<file path="config.mk">
export PLATFORM = sky130hd
export DESIGN_NAME = wb_write_merge_flat
export DESIGN_NICKNAME = d
export VERILOG_FILES = /design/src/rtl/wb_write_merge_if.sv /design/src/rtl/wb_write_merge.sv /design/src/flat_wrapper.sv
export SDC_FILE = /design/constraint.sdc
export NUM_CORES = 1
export LEC_CHECK = 0
export CORE_UTILIZATION = 58
export DETAILED_ROUTE_END_ITERATION = 12
export GPL_TIMING_DRIVEN = 1
export PLACE_DENSITY_LB_ADDON = 0.05
export SLEW_MARGIN = 20
export SYNTH_ARGS = -nofsm -noshare
export SYNTH_HDL_FRONTEND = slang
export SYNTH_SLANG_ARGS = --single-unit
</file>
<file path="constraint.sdc">
create_clock -name clk -period 4.3 [get_ports clk]
set_clock_uncertainty 0.05 [all_clocks]
set_input_delay 0.645 -clock clk [delete_from_list [all_inputs] [get_ports clk]]
set_output_delay 0.645 -clock clk [all_outputs]
set_load 0.1 [all_outputs]
</file>
<file path="src/rtl/wb_write_merge_if.sv">
// Bundles the register-file write merger's bus signals: pipeline writeback,
// multiply-unit results, the merged register-file write port and the pending mask.
interface wb_write_merge_if #(
  parameter int DEPTH = 4
);
  localparam int PTR_W = $clog2(DEPTH);

  logic              pipe_we;
  logic [3:0]        pipe_wa;
  logic [31:0]       pipe_wd;
  logic              mul_valid;
  logic [3:0]        mul_wa;
  logic [31:0]       mul_wd;
  logic              mul_ready;
  logic              we3;
  logic [3:0]        wa3;
  logic [31:0]       wd3;
  logic [14:0]       pending;
  logic [PTR_W:0]    count;

  modport master (
    output pipe_we, pipe_wa, pipe_wd, mul_valid, mul_wa, mul_wd,
    input  mul_ready, we3, wa3, wd3, pending, count
  );

  modport slave (
    input  pipe_we, pipe_wa, pipe_wd, mul_valid, mul_wa, mul_wd,
    output mul_ready, we3, wa3, wd3, pending, count
  );
endinterface

</file>
<file path="src/rtl/wb_write_merge.sv">
// Merges pipeline writebacks and queued multiply results onto the single
// register-file write port; pipeline writes always win, the queue drains on idle cycles.
module wb_write_merge #(
  parameter int DEPTH = 4
) (
  input logic            clk,
  input logic            reset,
  wb_write_merge_if.slave bus
);
  localparam int PTR_W = $clog2(DEPTH);
  localparam logic [3:0]     PC_REG   = 4'd15;
  localparam logic [PTR_W:0] FULL_CNT = (PTR_W+1)'(DEPTH);

  logic [DEPTH-1:0] occ_q;
  logic [DEPTH-1:0] live_q;
  logic [3:0]       wa_q [DEPTH];
  logic [31:0]      wd_q [DEPTH];
  logic [PTR_W-1:0] head_q;
  logic [PTR_W-1:0] tail_q;
  logic [PTR_W:0]   count_q;

  logic             we3_q;
  logic [3:0]       wa3_q;
  logic [31:0]      wd3_q;

  logic             full;
  logic             pipe_ok;
  logic             push;
  logic             pop;
  logic             push_squashed;
  logic [14:0]      pend;

  assign full          = (count_q == FULL_CNT);
  assign pipe_ok       = bus.pipe_we && (bus.pipe_wa != PC_REG);
  // r15 results are accepted (handshake completes) but never stored
  assign push          = bus.mul_valid && !full && (bus.mul_wa != PC_REG);
  assign pop           = !bus.pipe_we && (count_q != '0);
  assign push_squashed = pipe_ok && (bus.mul_wa == bus.pipe_wa);

  always_comb begin
    pend = '0;
    for (int r = 0; r < 15; r++) begin
      for (int e = 0; e < DEPTH; e++) begin
        if (occ_q[e] && live_q[e] && (wa_q[e] == 4'(r))) pend[r] = 1'b1;
      end
    end
  end

  always_ff @(posedge clk or posedge reset) begin
    if (reset) begin
      occ_q   <= '0;
      live_q  <= '0;
      head_q  <= '0;
      tail_q  <= '0;
      count_q <= '0;
    end else begin
      // a younger pipeline write makes older queued writes to the same register dead
      for (int e = 0; e < DEPTH; e++) begin
        if (pipe_ok && (wa_q[e] == bus.pipe_wa)) live_q[e] <= 1'b0;
      end
      if (push) begin
        occ_q[tail_q]  <= 1'b1;
        live_q[tail_q] <= !push_squashed;
        tail_q         <= tail_q + PTR_W'(1);
      end
      if (pop) begin
        occ_q[head_q] <= 1'b0;
        head_q        <= head_q + PTR_W'(1);
      end
      case ({push, pop})
        2'b10:   count_q <= count_q + (PTR_W+1)'(1);
        2'b01:   count_q <= count_q - (PTR_W+1)'(1);
        default: count_q <= count_q;
      endcase
    end
  end

  always_ff @(posedge clk) begin
    if (push) begin
      wa_q[tail_q] <= bus.mul_wa;
      wd_q[tail_q] <= bus.mul_wd;
    end
  end

  always_ff @(posedge clk or posedge reset) begin
    if (reset) begin
      we3_q <= 1'b0;
      wa3_q <= '0;
      wd3_q <= '0;
    end else if (bus.pipe_we) begin
      we3_q <= pipe_ok;
      if (pipe_ok) begin
        wa3_q <= bus.pipe_wa;
        wd3_q <= bus.pipe_wd;
      end
    end else if (pop && live_q[head_q]) begin
      we3_q <= 1'b1;
      wa3_q <= wa_q[head_q];
      wd3_q <= wd_q[head_q];
    end else begin
      we3_q <= 1'b0;
    end
  end

  assign bus.mul_ready = !full;
  assign bus.we3       = we3_q;
  assign bus.wa3       = wa3_q;
  assign bus.wd3       = wd3_q;
  assign bus.pending   = pend;
  assign bus.count     = count_q;
endmodule

</file>
<file path="src/flat_wrapper.sv">
// flat-port wrapper written by rule: the top's interface ports become plain ports
module wb_write_merge_flat 
#(
  parameter int DEPTH = 4
)
  (clk, reset, bus_pipe_we, bus_pipe_wa, bus_pipe_wd, bus_mul_valid, bus_mul_wa, bus_mul_wd, bus_mul_ready, bus_we3, bus_wa3, bus_wd3, bus_pending, bus_count);
  wb_write_merge_if #(.DEPTH(DEPTH)) bus_i ();
  input logic clk;
  input logic reset;
  input wire logic [$bits(bus_i.pipe_we)-1:0] bus_pipe_we;
  input wire logic [$bits(bus_i.pipe_wa)-1:0] bus_pipe_wa;
  input wire logic [$bits(bus_i.pipe_wd)-1:0] bus_pipe_wd;
  input wire logic [$bits(bus_i.mul_valid)-1:0] bus_mul_valid;
  input wire logic [$bits(bus_i.mul_wa)-1:0] bus_mul_wa;
  input wire logic [$bits(bus_i.mul_wd)-1:0] bus_mul_wd;
  output wire logic [$bits(bus_i.mul_ready)-1:0] bus_mul_ready;
  output wire logic [$bits(bus_i.we3)-1:0] bus_we3;
  output wire logic [$bits(bus_i.wa3)-1:0] bus_wa3;
  output wire logic [$bits(bus_i.wd3)-1:0] bus_wd3;
  output wire logic [$bits(bus_i.pending)-1:0] bus_pending;
  output wire logic [$bits(bus_i.count)-1:0] bus_count;
  assign bus_i.pipe_we = bus_pipe_we;
  assign bus_i.pipe_wa = bus_pipe_wa;
  assign bus_i.pipe_wd = bus_pipe_wd;
  assign bus_i.mul_valid = bus_mul_valid;
  assign bus_i.mul_wa = bus_mul_wa;
  assign bus_i.mul_wd = bus_mul_wd;
  assign bus_mul_ready = bus_i.mul_ready;
  assign bus_we3 = bus_i.we3;
  assign bus_wa3 = bus_i.wa3;
  assign bus_wd3 = bus_i.wd3;
  assign bus_pending = bus_i.pending;
  assign bus_count = bus_i.count;
  wb_write_merge #(.DEPTH(DEPTH)) u_core (.clk(clk), .reset(reset), .bus(bus_i));
endmodule
</file>
==> out/results.env <==
RUN_STATUS='completed'
DRC_ERRORS=0
RELSLEWSLACK_PCT=32.98
NUM_VIAS=4939
DIE-WIDTH_UM=124.4
ROUTABILITYCONGESTION=0.8262
LAYOUT-DRIVE-GT1-SHARE_PCT=25.60
START_UTIL_PCT=59.55
GLOBALROUTEMET2UTIL_PCT=39.65
WORST_PATH_LARGEST_CELL_DELAY_PS=1160
LAYOUT_COMMON_CELLS='edfxtp_1 (144), clkdlybuf4s50_1 (125), dfrtp_1 (50)'
HOLD_SLACK_PS=459.2
OVERFLOW=0
DP_HPWL_UM=12480
MAPPED_CELLS=479
DRT_ITER0_MARKERS=388
DRV_SLEW=0
PIN_COUNT=132
TRITONCTS='yes'
DRTPASS1ITERATIONS=4
CLOCK_TREE.BUFFER_DEPTH=2
SYNTH-SEQ-AREA-SHARE_PCT=64.76
SYNTH_SEQ_CELLS=196
SYNTH_CELL_TYPE_COUNT=39
CTS_HOLD_BUFFERS=0
WORSTPATHBUFFERINVERTERCOUNT=1
FIN_NETS=702
MOSTFREQUENTLAYOUTCELL='edfxtp_1'
POSTCTSSETUPREPAIRBUFS=0
INSERTION_DELAY_PS=430
WORST-ENDPOINT-REQUIRED_PS=3610
WORSTSETUPPATHTYPE='flip-flop to output port'
VIASPERCELL=6.068
SYNTH_WARNINGS=0
PWR_DENSITY_CELL_mW_PER_MM2=789.3
TNS_PS=0
RSZ0062_AT_GRT='no'
GRT_PASS1_WL_UM=29010
TIMING.CRITICAL_PATH.SLOWEST_STAGE_CELL='clkdlybuf4s50_1'
LAYOUT_MIN_CYCLE_TIME_PS=3567
FP.DIEAREA_MM2=0.01547
MET3_USAGE_PCT=4.253
CORE_REGION_AREA_MM2=0.01459
CLOCK_SINK_COUNT=196
POSTROUTEWIRELENGTH_UM=18550
CLKTRANSATPATHREGS_PS=80
FAMILY_OF_CELLS_WITH_THE_GREATEST_SUMMED_DELAY_ON_THE_CRITICAL_PATH='buffers and inverters'
MET1_USAGE_PCT=33.95
WORST-SLEW-PIN-TRANSITION_PS=1002
CRITICAL_PATH_PEAK_FANOUT=6
FINALSETUPVIOLCOUNT=0
IR_WORST_VDD_mV=0.6400
GLOBAL_ROUTE.PEAK_USAGE_LAYER='met2'
MAXCLOCKFREQUENCY_GHz=0.2804
MAXCAPVIOLATIONS=0
NUMCTSBUFFERS=17
ANT_NETS=0
AVGROUTEDWIREPERCELL_UM=22.79
PROPORTION_OF_REGISTER_BITS_WITH_ASYNCHRONOUS_SET_OR_RESET_AFTER_SYNTHESIS_PCT=26.53
DIE_H_UM=124.4
POST_CTS_RESIZE_COUNT=0
LAYOUT_WORST_PATH_CYCLE_SHARE_PCT=82.95
SYN-CELL-AREA_MM2=0.008687
SYNTH_FP_NETS=565
WORST_SETUP_PATH_START_KIND='flip-flop'
CP.ARRIVAL_PS=2870
POWER.LEAKAGE_uW=0.003851
ROOT_DRIVER='clkbuf_16'
CRITPATHCAPTURETYPE='output port'
NUMBER_OF_GLOBAL_ROUTE_VIAS_BEFORE_REPAIR=5099
POST_SYNTH.CELL_AREA_AVG_UM2=18.14
NUMBER_OF_ENABLE_TYPE_REGISTER_CELLS_IN_THE_SYNTHESIZED_NETLIST=144
TIMING.HOLD.WORST.CLASS='flip-flop to flip-flop'
HTREE_LEVELS=4
PIN_COUNT_OF_THE_BIGGEST_NET_ENTERING_GLOBAL_ROUTING=40
FINAL_HOLD_VIO_COUNT=0
PORT-BUFFER-COUNT=131
NUMBER_OF_CELL_ROWS=44
SYNTHTOLAYOUTAREAGROWTH_PCT=23.85
ANTENNA_FOUND_INITIAL=1
SYNTH_FLOP_CELL='edfxtp_1'
GR-USAGE-ALL-LAYERS_PCT=24.90
CRITICAL_PATH.CELL_CHAIN='nor3_1, a22oi_1, o221ai_1, clkdlybuf4s50_1'
## cell type report
| cell class | count | area, um2 |
|---|---|---|
| fillers | 851 | 3830 |
| clock inverters | 14 | 186.4 |
| repair buffers | 141 | 1381 |
| clock buffers | 18 | 439.2 |
| diodes | 1 | 2.502 |
| inverters | 9 | 33.78 |
| flip-flops and latches | 196 | 5628 |
| multi-input cells | 251 | 2858 |
| well taps | 184 | 230.2 |
## metrics by stage
stage / utilization, % / std cells / worst slack [ps] / cell area (um2) / power [uW]
after detailed placement: 69.44 / 781 / 1211 / 10130 / 6887
final: 73.75 / 814 / 733.3 / 10760 / 8492
after global routing: 73.75 / 814 / 602.7 / 10760 / 8788
after global placement: 69.44 / 781 / 1224 / 10130 / 6813
after floorplan: - / 479 / 610.7 / 8687 / 5968
after CTS: 73.73 / 813 / 742.8 / 10760 / 8541
## registers in the layout, summed over array words and instances, names as in the netlist
register          cells
u_core.wd_q         128
u_core.bus.wd3       32
u_core.wa_q          16
u_core.bus.wa3        4
u_core.live_q         4
u_core.occ_q          4
u_core.bus.count      3
u_core.head_q         2
u_core.tail_q         2
u_core.bus.we3        1
## cell usage after synthesis, types with 3 or more instances
library cell  number  area, um2
nor3b_1            4      30.03
mux2_2            43      484.2
nand2b_1           4      25.02
o22ai_1            6      37.54
buf_12             3      60.06
mux2i_1            5      50.05
a2bb2oi_1          4      35.03
buf_6              5      56.30
mux4_2            30      675.7
nor3_1             5      25.02
nand2_1            9      33.78
a22oi_1            3      22.52
and2_1             5      31.28
mux2_4            29      435.4
o221ai_1           9      78.83
xnor2_1           23      201.4
inv_1              9      33.78
ha_1               9      112.6
nand4b_1           4      35.03
a221o_1            6      60.06
a32oi_1            3      26.28
nor2b_1            8      50.05
buf_2              3      15.01
edfxtp_1         144       4324
nor2_1             7      26.28
clkbuf_1          11      41.29
nand4_1           11      68.82
mux4_1             7      183.9
dfrtp_1           52       1301
o21ai_0            6      30.03
## where the power goes
group          internal (uW)  switching (uW)
logic                   1350            2610
clock network            904             732
registers               2570             323
## metal layers
| metal | up-vias | wire (um) |
|---|---|---|
| met2 | 156 | 9195 |
| li1 | 2187 | - |
| met1 | 2561 | 8136 |
| met4 | 0 | 516 |
| met3 | 35 | 701 |
| met5 | - | 0 |
## final timing paths
path	startpoint	endpoint	slack, ps	cells after the start
worst min register to register	u_core.bus.wd3[25]	u_core.bus.wd3[25]	460	1
worst max-delay path	u_core.wa_q[0][2]	bus_pending[1]	730	4
min in group asynchronous	reset	u_core.bus.wd3[17]	570	2
worst max register to register	u_core.head_q[0]	u_core.bus.wd3[29]	1650	4
worst min-delay path	u_core.bus.wd3[25]	u_core.bus.wd3[25]	460	1
max in group asynchronous	reset	u_core.head_q[1]	2760	3
## worst register-to-register path, stage by stage, from the launching register on
cell	delay, ps
dfrtp_2	740
buf_4	530
mux4_1	680
mux2_2	280
mux2_2	260
## kinds of logic (layout without fill, tap and decap cells)
logic type | after synthesis | count (layout) | synth area share (%)
adders and majority gates | 10 | 10 | 1.527
DFF | 196 | 196 | 64.76
muxes | 114 | 114 | 21.06
buffers and inverters | 32 | 182 | 2.420
AOI/OAI and AO/OA | 38 | 38 | 3.442
and+or+nand+nor | 64 | 64 | 4.278
xor gates and xnor gates | 25 | 25 | 2.521
other | 0 | 1 | 0
Power figures use the tool's default switching activity.
